`config.mk`:
```
export PLATFORM = sky130hd
export DESIGN_NAME = div_iter
export DESIGN_NICKNAME = d
export VERILOG_FILES = /design/src/rtl/div_pkg.sv /design/src/rtl/div_step.sv /design/src/rtl/div_iter.sv
export SDC_FILE = /design/constraint.sdc
export NUM_CORES = 1
export LEC_CHECK = 0
export BUFFER_PORTS_ARGS = -buffer_cell sky130_fd_sc_hd__clkbuf_2
export CORE_MARGIN = 5
export CORE_UTILIZATION = 54
export CTS_CLUSTER_SIZE = 40
export DETAILED_ROUTE_END_ITERATION = 10
export PLACE_DENSITY = 0.78
export REMOVE_ABC_BUFFERS = 1
export SYNTH_ARGS = -nofsm -noshare
export SYNTH_HDL_FRONTEND = slang
export SYNTH_SLANG_ARGS = --single-unit
```
`constraint.sdc`:
```
create_clock -name clk -period 5.1 [get_ports clk]
set_input_delay 0.255 -clock clk [delete_from_list [all_inputs] [get_ports clk]]
set_output_delay 0.255 -clock clk [all_outputs]
set_load 0.02 [all_outputs]
```
`src/rtl/div_pkg.sv`:
```
// div_pkg: shared definitions for the iterative divider.
//   div_state_e : FSM state encoding (IDLE / BUSY / DONE)
//   DIV_WIDTH   : operand and result width
//   DIV_CNT_W   : width of the iteration counter (holds 0..DIV_WIDTH-1)
package div_pkg;

  localparam int DIV_WIDTH = 32;
  localparam int DIV_CNT_W = 6;

  typedef enum logic [1:0] {
    IDLE = 2'd0,
    BUSY = 2'd1,
    DONE = 2'd2
  } div_state_e;

endpackage

```
`src/rtl/div_step.sv`:
```
// div_step: one radix-2 restoring division step (purely combinational).
//   rem_i   : partial remainder before the step (always < divisor, or the
//             accumulated dividend bits when the divisor is zero)
//   bit_i   : next dividend bit, shifted into the remainder LSB
//   div_i   : divisor magnitude
//   rem_o   : partial remainder after shift / trial-subtract / restore
//   q_bit_o : quotient bit produced by this step
module div_step
  import div_pkg::*;
#(
  parameter int WIDTH = DIV_WIDTH
) (
  input  logic [WIDTH-1:0] rem_i,
  input  logic             bit_i,
  input  logic [WIDTH-1:0] div_i,
  output logic [WIDTH-1:0] rem_o,
  output logic             q_bit_o
);

  // One extra bit so the trial subtraction exposes its sign.
  logic [WIDTH:0] shifted;
  logic [WIDTH:0] diff;

  assign shifted = {rem_i, bit_i};
  assign diff    = shifted - {1'b0, div_i};

  // A restored value is below the divisor and a kept difference is below
  // the divisor too, so the upper bit is always zero and can be dropped.
  assign q_bit_o = ~diff[WIDTH];
  assign rem_o   = diff[WIDTH] ? shifted[WIDTH-1:0] : diff[WIDTH-1:0];

endmodule

```
`src/rtl/div_iter.sv`:
```
// div_iter: iterative 32-bit signed/unsigned divider (DIV/DIVU) for the
// execute stage. One quotient bit per cycle, restoring radix-2.
//   clk, rst    : clock and synchronous active-high reset
//   start       : divide instruction valid in E (held by the stall)
//   signed_div  : 1 = two's complement divide, 0 = unsigned
//   a, b        : dividend and divisor, sampled only in IDLE
//   flush       : annul any in-flight divide
//   quotient    : LO result, registered, holds until next completion
//   remainder   : HI result, registered, holds until next completion
//   ready       : results valid this cycle (registered)
//   stall_div   : combinational stall request to the hazard unit
// Build option: define DIV_ZERO_FAST_EN to finish a divide by zero in one
// cycle instead of running all iterations (results are identical).
module div_iter
  import div_pkg::*;
#(
  parameter int WIDTH = DIV_WIDTH
) (
  input  logic             clk,
  input  logic             rst,
  input  logic             start,
  input  logic             signed_div,
  input  logic [WIDTH-1:0] a,
  input  logic [WIDTH-1:0] b,
  input  logic             flush,
  output logic [WIDTH-1:0] quotient,
  output logic [WIDTH-1:0] remainder,
  output logic             ready,
  output logic             stall_div
);

  localparam logic [DIV_CNT_W-1:0] LAST_CNT = DIV_CNT_W'(WIDTH - 1);

  div_state_e           state_q, state_d;
  logic [DIV_CNT_W-1:0] cnt_q, cnt_d;
  logic [WIDTH-1:0]     rem_q, rem_d;     // partial remainder
  logic [WIDTH-1:0]     dvd_q, dvd_d;     // dividend bits out, quotient bits in
  logic [WIDTH-1:0]     dvs_q, dvs_d;     // divisor magnitude
  logic                 negq_q, negq_d;
  logic                 negr_q, negr_d;
  logic [WIDTH-1:0]     quo_q, quo_d;
  logic [WIDTH-1:0]     rmd_q, rmd_d;
  logic                 ready_q, ready_d;

  logic [WIDTH-1:0]     a_mag, b_mag;
  logic [WIDTH-1:0]     step_rem;
  logic                 step_bit;
  logic [WIDTH-1:0]     quo_full;

  // 0x80000000 negates to itself, which is the correct unsigned magnitude.
  assign a_mag = (signed_div & a[WIDTH-1]) ? -a : a;
  assign b_mag = (signed_div & b[WIDTH-1]) ? -b : b;

  div_step #(.WIDTH(WIDTH)) u_step (
    .rem_i   (rem_q),
    .bit_i   (dvd_q[WIDTH-1]),
    .div_i   (dvs_q),
    .rem_o   (step_rem),
    .q_bit_o (step_bit)
  );

  assign quo_full = {dvd_q[WIDTH-2:0], step_bit};

  always_comb begin
    state_d = state_q;
    cnt_d   = cnt_q;
    rem_d   = rem_q;
    dvd_d   = dvd_q;
    dvs_d   = dvs_q;
    negq_d  = negq_q;
    negr_d  = negr_q;
    quo_d   = quo_q;
    rmd_d   = rmd_q;
    ready_d = 1'b0;

    case (state_q)
      IDLE: begin
        if (start & ~flush) begin
          dvd_d  = a_mag;
          dvs_d  = b_mag;
          negq_d = signed_div & (a[WIDTH-1] ^ b[WIDTH-1]);
          negr_d = signed_div & a[WIDTH-1];
          rem_d  = '0;
          cnt_d  = '0;
`ifdef DIV_ZERO_FAST_EN
          if (b == '0) begin
            state_d = DONE;
            quo_d   = (signed_div & a[WIDTH-1]) ? WIDTH'(1) : '1;
            rmd_d   = a;
            ready_d = 1'b1;
          end else begin
            state_d = BUSY;
          end
`else
          state_d = BUSY;
`endif
        end
      end

      BUSY: begin
        if (flush) begin
          state_d = IDLE;
        end else begin
          rem_d = step_rem;
          dvd_d = quo_full;
          cnt_d = cnt_q + 1'b1;
          if (cnt_q == LAST_CNT) begin
            // Final step: sign-correct straight from the step outputs.
            state_d = DONE;
            quo_d   = negq_q ? -quo_full : quo_full;
            rmd_d   = negr_q ? -step_rem : step_rem;
            ready_d = 1'b1;
          end
        end
      end

      DONE: begin
        state_d = IDLE;
      end

      default: begin
        state_d = IDLE;
      end
    endcase
  end

  always_ff @(posedge clk) begin
    if (rst) begin
      state_q <= IDLE;
      cnt_q   <= '0;
      rem_q   <= '0;
      dvd_q   <= '0;
      dvs_q   <= '0;
      negq_q  <= 1'b0;
      negr_q  <= 1'b0;
      quo_q   <= '0;
      rmd_q   <= '0;
      ready_q <= 1'b0;
    end else begin
      state_q <= state_d;
      cnt_q   <= cnt_d;
      rem_q   <= rem_d;
      dvd_q   <= dvd_d;
      dvs_q   <= dvs_d;
      negq_q  <= negq_d;
      negr_q  <= negr_d;
      quo_q   <= quo_d;
      rmd_q   <= rmd_d;
      ready_q <= ready_d;
    end
  end

  assign quotient  = quo_q;
  assign remainder = rmd_q;
  assign ready     = ready_q;
  assign stall_div = start & ~flush & (state_q != DONE);

endmodule

```
# --- Word-level counts from Yosys, hierarchy flattened ---
# Cells that the tools add are included.
word_totals:
  ff_bits: 171
  input_bits: 69
  out_inout_bits: 66
  elab_cells: 57
classes:
  n_addsub: 6
  n_eq_ne: 6
  n_mux: 19
  n_bitwise: 9
  n_reduce_logical: 7
op_table:
  columns: ["cell", "count"]
  rows:
  - ["32-bit 2-to-1 mux", 9]
  - ["32-bit negation", 4]
  - ["32-bit case mux with 2 select lines", 2]
  - ["33-bit by 32-bit subtractor with 33-bit output", 1]
  - ["6-bit 2-to-1 mux", 2]
  - ["6-bit case mux with 2 select lines", 1]
  - ["6-bit by 1-bit adder with 6-bit output, second input constant", 1]
  - ["6-bit by 5-bit == test with 1-bit output, second input constant", 1]
  - ["2-bit 2-to-1 mux", 3]
  - ["2-bit inequality test, second input constant", 3]
  - ["3-bit AND reduction", 2]
  - ["1-bit AND", 5]
  - ["2-bit case mux with 2 select lines", 1]
  - ["2-bit AND reduction", 2]
  - ["3-bit inequality test, second input constant", 1]
  - ["1-bit NOT", 3]
  - ["3-bit OR reduction", 1]
  - ["2-bit by 1-bit == test with 1-bit output, second input constant", 1]
  - ["2-bit zero test", 1]
  - ["2-bit nonzero test", 1]
  - ["1-bit 2-to-1 mux", 1]
  - ["1-bit bitwise XOR", 1]

# --- Longest topological paths before layout ---
depth:
  depth_word: 4
  mapped_depth: 24
  ltp_nobuf: 21

# --- Hierarchy ---
# Synthesis repeated with hierarchy kept, for this count alone.
unflattened:
  hier_cells: 1388
  area_unflattened_um2: 11265.8
by_module_without_submodules:
  columns: ["module", "n_inst", "cells_per_inst", "area_per_inst_um2", "seq_area_each_um2"]
  rows:
  - ["div_iter", 1, 1083, 8907.3, 3423.3]
  - ["div_step", 1, 305, 2358.5, 0.0]

# --- Least setup slack after synthesis ---
# OpenSTA, ideal clock, no wires.
synth_path:
  path_type: "flip-flop to flip-flop"
  from: "reg dvd_q[31]"
  to: "reg rmd_q[26], in the netlist remainder[26]"
  setup_time_ns: 0.087
  arrival_ns: 4.842
  t_required_ns: 5.013
  path_slack_ns: 0.171
  stages_incl_launch_ff: 24
  n_path_buf: 3
  synth_period_minus_slack_ns: 4.929
  path_cell_list: "dfxtp_1 inv_1 ha_1 fa_1 nand2b_1 a211oi_2 o21ai_1 a2111o_1 a21oi_4 nor2_1 buf_2 inv_1 buf_1 buf_2 o21ai_0 inv_1 ha_1 nand3_1 nor4_1 o22ai_1 nor4_2 nand3_1 and3_1 o31ai_1"
synth_between:
  elab_chain_cells: 4
synth_lines:
  columns: ["item", "line_no", "source"]
  rows:
  - ["from (decl)", "div_iter.sv:37", "logic [WIDTH-1:0] dvd_q, dvd_d;"]
  - ["from (signal assigned)", "div_iter.sv:143", "dvd_q <= dvd_d;"]
  - ["33-bit by 32-bit subtractor with 33-bit output", "div_step.sv:25", "assign diff = shifted - {1'b0, div_i};"]
  - ["32-bit 2-to-1 mux (*)", "div_step.sv:30", "assign rem_o = diff[WIDTH] ? shifted[WIDTH-1:0] : diff[WIDTH-1:0];"]
  - ["32-bit negation", "div_iter.sv:111", "rmd_d = negr_q ? -step_rem : step_rem;"]
  - ["32-bit 2-to-1 mux (*)", "div_iter.sv:111", null]
  - ["to (signal assigned)", "div_iter.sv:148", "rmd_q <= rmd_d;"]
  - ["to (decl)", "div_iter.sv:42", "logic [WIDTH-1:0] rmd_q, rmd_d;"]
# Every way passes the cells marked *; elsewhere a longest branch is shown, timed or not.
# A chain may end at the register's enable or synchronous reset.

# --- Worst setup path after layout ---
# Ends and elaborated chain as after synthesis.

==> results.cfg <==
[status]
outcome = complete, no violations

[finish]
final_cell_mix = 241 x nor2_1, 171 x dfxtp_1, 154 x a21oi_1
layout-drive-gt1-share_pct = 12.97
multi_input_area_um2 = 7715
final_area_um2 = 13150
fin_cells = 1948
regArea_um2 = 3423
nFillCells = 1948
num_antenna_cells = 0
area_growth_pct = 12.54
fin_nets = 1767
final_common_cell = nor2_1

[global_routing]
grt_max_degree = 86
grt.overflow.total = 0
antenna_found_initial = 1
grtUsageTotal_pct = 28.52
grt_pass1_wl_um = 57400
grt_pass1_vias = 11270

[pwr]
power_mw = 3.458
powerDensity_nw_per_um2 = 263.0
ir_drop_uv = 156.0
p_leak_nw = 5.228

[sta]
hold_slack_ps = 101.2
fmax_mhz = 207.9
setup_viol = 0
min_period_ps = 4809
finalHoldViolCount = 0
fin_setup_tns_ps = 0
rsz0062_at_grt = yes
slew_violations = 0
tightest_slew_ps = 1156
finalCritPeriodShare_pct = 94.30
slew_headroom_pct = 22.82
finClkSkew_ps = 12.71

[placed_design]
placed_cells = 1915
portBuffers = 134
gp_congestion = 0.9870
place_area_um2 = 12510
place_hpwl_um = 25510

[clock_tree]
numCtsBuffers = 17
cts_max_level = 4
cts_tree = yes
root_buffer = clkbuf_16
clockBufferDepth = 2
clk_pin_slew_worst_paths_ps = 80
clock-sinks = 171
postCtsHoldBufs = 0
clk_latency_ps = 450

[yosys]
synth.cell_area_um2 = 11680
synthDistinctLibCells = 72
syn_inst = 1583
yosys_warnings = 0
synth_ff_type = dfxtp_1
yosysSeqAreaShare_pct = 29.30
async_flop_share_pct = 0
yosys_register_bits = 171
syn_area_per_cell_um2 = 7.382
synth_edf_count = 0

[worst_setup_path]
reg2reg_depth = 20
critical_path.top_delay_family = compound AO/OA/AOI/OAI gates
crit_path_end_kind = flop
cp.arrival_ps = 5160
cp_slowest_cell = a2111o_1
crit_fanout = 9
worst-path-buf-inv = 3
start_kind = flop
cp_num_cells = 20
criticalPathCategory = reg -> reg
cpMostUsedCell = inv_1
crit_chain = inv_1, ha_1, fa_1, nand2b_1, a211oi_2, o21ai_1, a2111o_1, a21oi_4, nor2_4, inv_1, o21ai_0, inv_1, ha_1, nand3_1, a21oi_1, o22ai_2, nor4_4, nand3_1, and3_1, o31ai_1
slowest_delay_ps = 500
cp.required_ps = 5450

[floorplanning]
die_width_um = 157.1
pin_count = 135
dieArea_um2 = 24680
start_util_pct = 55.24
rows = 53
fp.dieH_um = 157.1
coreArea_um2 = 21150

[detailed_routing]
routed_wl_um = 35750
num_vias = 12120
drt_drc_violations_left = 0
routedWlPerCell_um = 18.35
drt_iter0_drc = 1201
drt-vias-per-instance = 6.222
ant_nets = 0
dr.pass1.iters = 8

[hold_path]
hold_path.class = in -> reg
worstHoldPathCells = 3

[flow_run]
cap_viol_max_count = 0
-- state kept, by name (all words and copies together), names as in the netlist --
name,count
cnt_q,6
dvd_q,32
dvs_q,32
negq_q,1
negr_q,1
quotient,32
ready,1
rem_q,32
remainder,32
state_q,2
-- layer usage --
layer | track usage (%) | vias up | part of all wire (%)
met5 | 0 | - | 0.036
met3 | 4.289 | 112 | 7.0
li1 | - | 5855 | -
met2 | 45.48 | 507 | 46
met1 | 38.71 | 5645 | 44
met4 | 12.00 | 2 | 3.6
-- worst paths after layout --
path                     start  slack, ps            end
setup / recovery     dvd_q[31]        290  remainder[26]
hold reg to reg   remainder[6]        450   remainder[6]
setup reg to reg     dvd_q[31]        290  remainder[26]
hold / removal            b[1]        100       dvs_q[1]
-- cells by family (layout without fill, tap and decap cells) --
| family | Yosys count | after routing | synth area share [%] |
|---|---|---|---|
| flops | 171 | 171 | 29.30 |
| compound gates | 479 | 479 | 27.25 |
| fa+ha+maj | 38 | 38 | 4.133 |
| simple gates | 593 | 593 | 23.06 |
| xor+xnor | 119 | 119 | 8.920 |
| mux | 23 | 23 | 2.024 |
| buf+inv | 160 | 250 | 5.311 |
-- tightest hold or removal path, stage by stage --
cell      delay [ps]
clkbuf_2         110
nand2_1           60
a311oi_1          80
-- cell usage after synthesis, drive strengths merged (10+ instances only) --
cell type | n | area [um^2]
nand4 | 14 | 87.58
xor2 | 68 | 595.6
a31oi | 11 | 68.82
mux2i | 18 | 180.2
a21o | 20 | 150.1
nor3 | 41 | 205.2
or4 | 13 | 101.4
nor4 | 15 | 100.1
o41ai | 10 | 87.58
nand2 | 148 | 558.0
o21a | 10 | 75.07
a211oi | 93 | 713.2
o211ai | 10 | 80.07
nand3 | 36 | 180.2
xnor2 | 51 | 446.7
o31ai | 26 | 195.2
buf | 20 | 95.09
dfxtp | 171 | 3423
nor2 | 243 | 912.1
o21ai | 62 | 310.3
or3 | 23 | 143.9
clkbuf | 80 | 300.3
a22oi | 20 | 150.1
ha | 37 | 462.9
a21oi | 156 | 795.8
nand2b | 16 | 100.1
inv | 60 | 225.2
-- stage by stage --
| stage | worst slack [ps] | util, % |
|---|---|---|
| detailed placement | 60.01 | 59.15 |
| global placement | 386.8 | 59.15 |
| finish | 290.9 | 62.16 |
| global route | -40.98 | 62.16 |
| CTS | 114.8 | 61.97 |
| floorplan | -4950 | - |
-- area by class of cell --
type	count	area share (%)
Multi-Input combinational cell	1252	58.67
Sequential cell	171	26.03
Timing Repair Buffer	158	6.489
Clock buffer	18	3.340
Tap cell	275	2.617
Inverter	60	1.713
Clock inverter	14	1.142
-- what timing repair did --
| item | 4_1_cts | 5_1_grt |
|---|---|---|
| setup endpoints to repair | 1 | 10 |
| buffers inserted | 0 | 1 |
| gates resized for setup | 1 | 5 |
| pin swaps | 0 | 1 |
-- report_power, final --
part           internal [mW]  total (mW)  switching [mW]
clock                  0.668        1.33           0.657
combinational          0.258       0.719           0.461
sequential              1.37        1.41          0.0407
No activity file was read; power rests on OpenSTA's default activity.
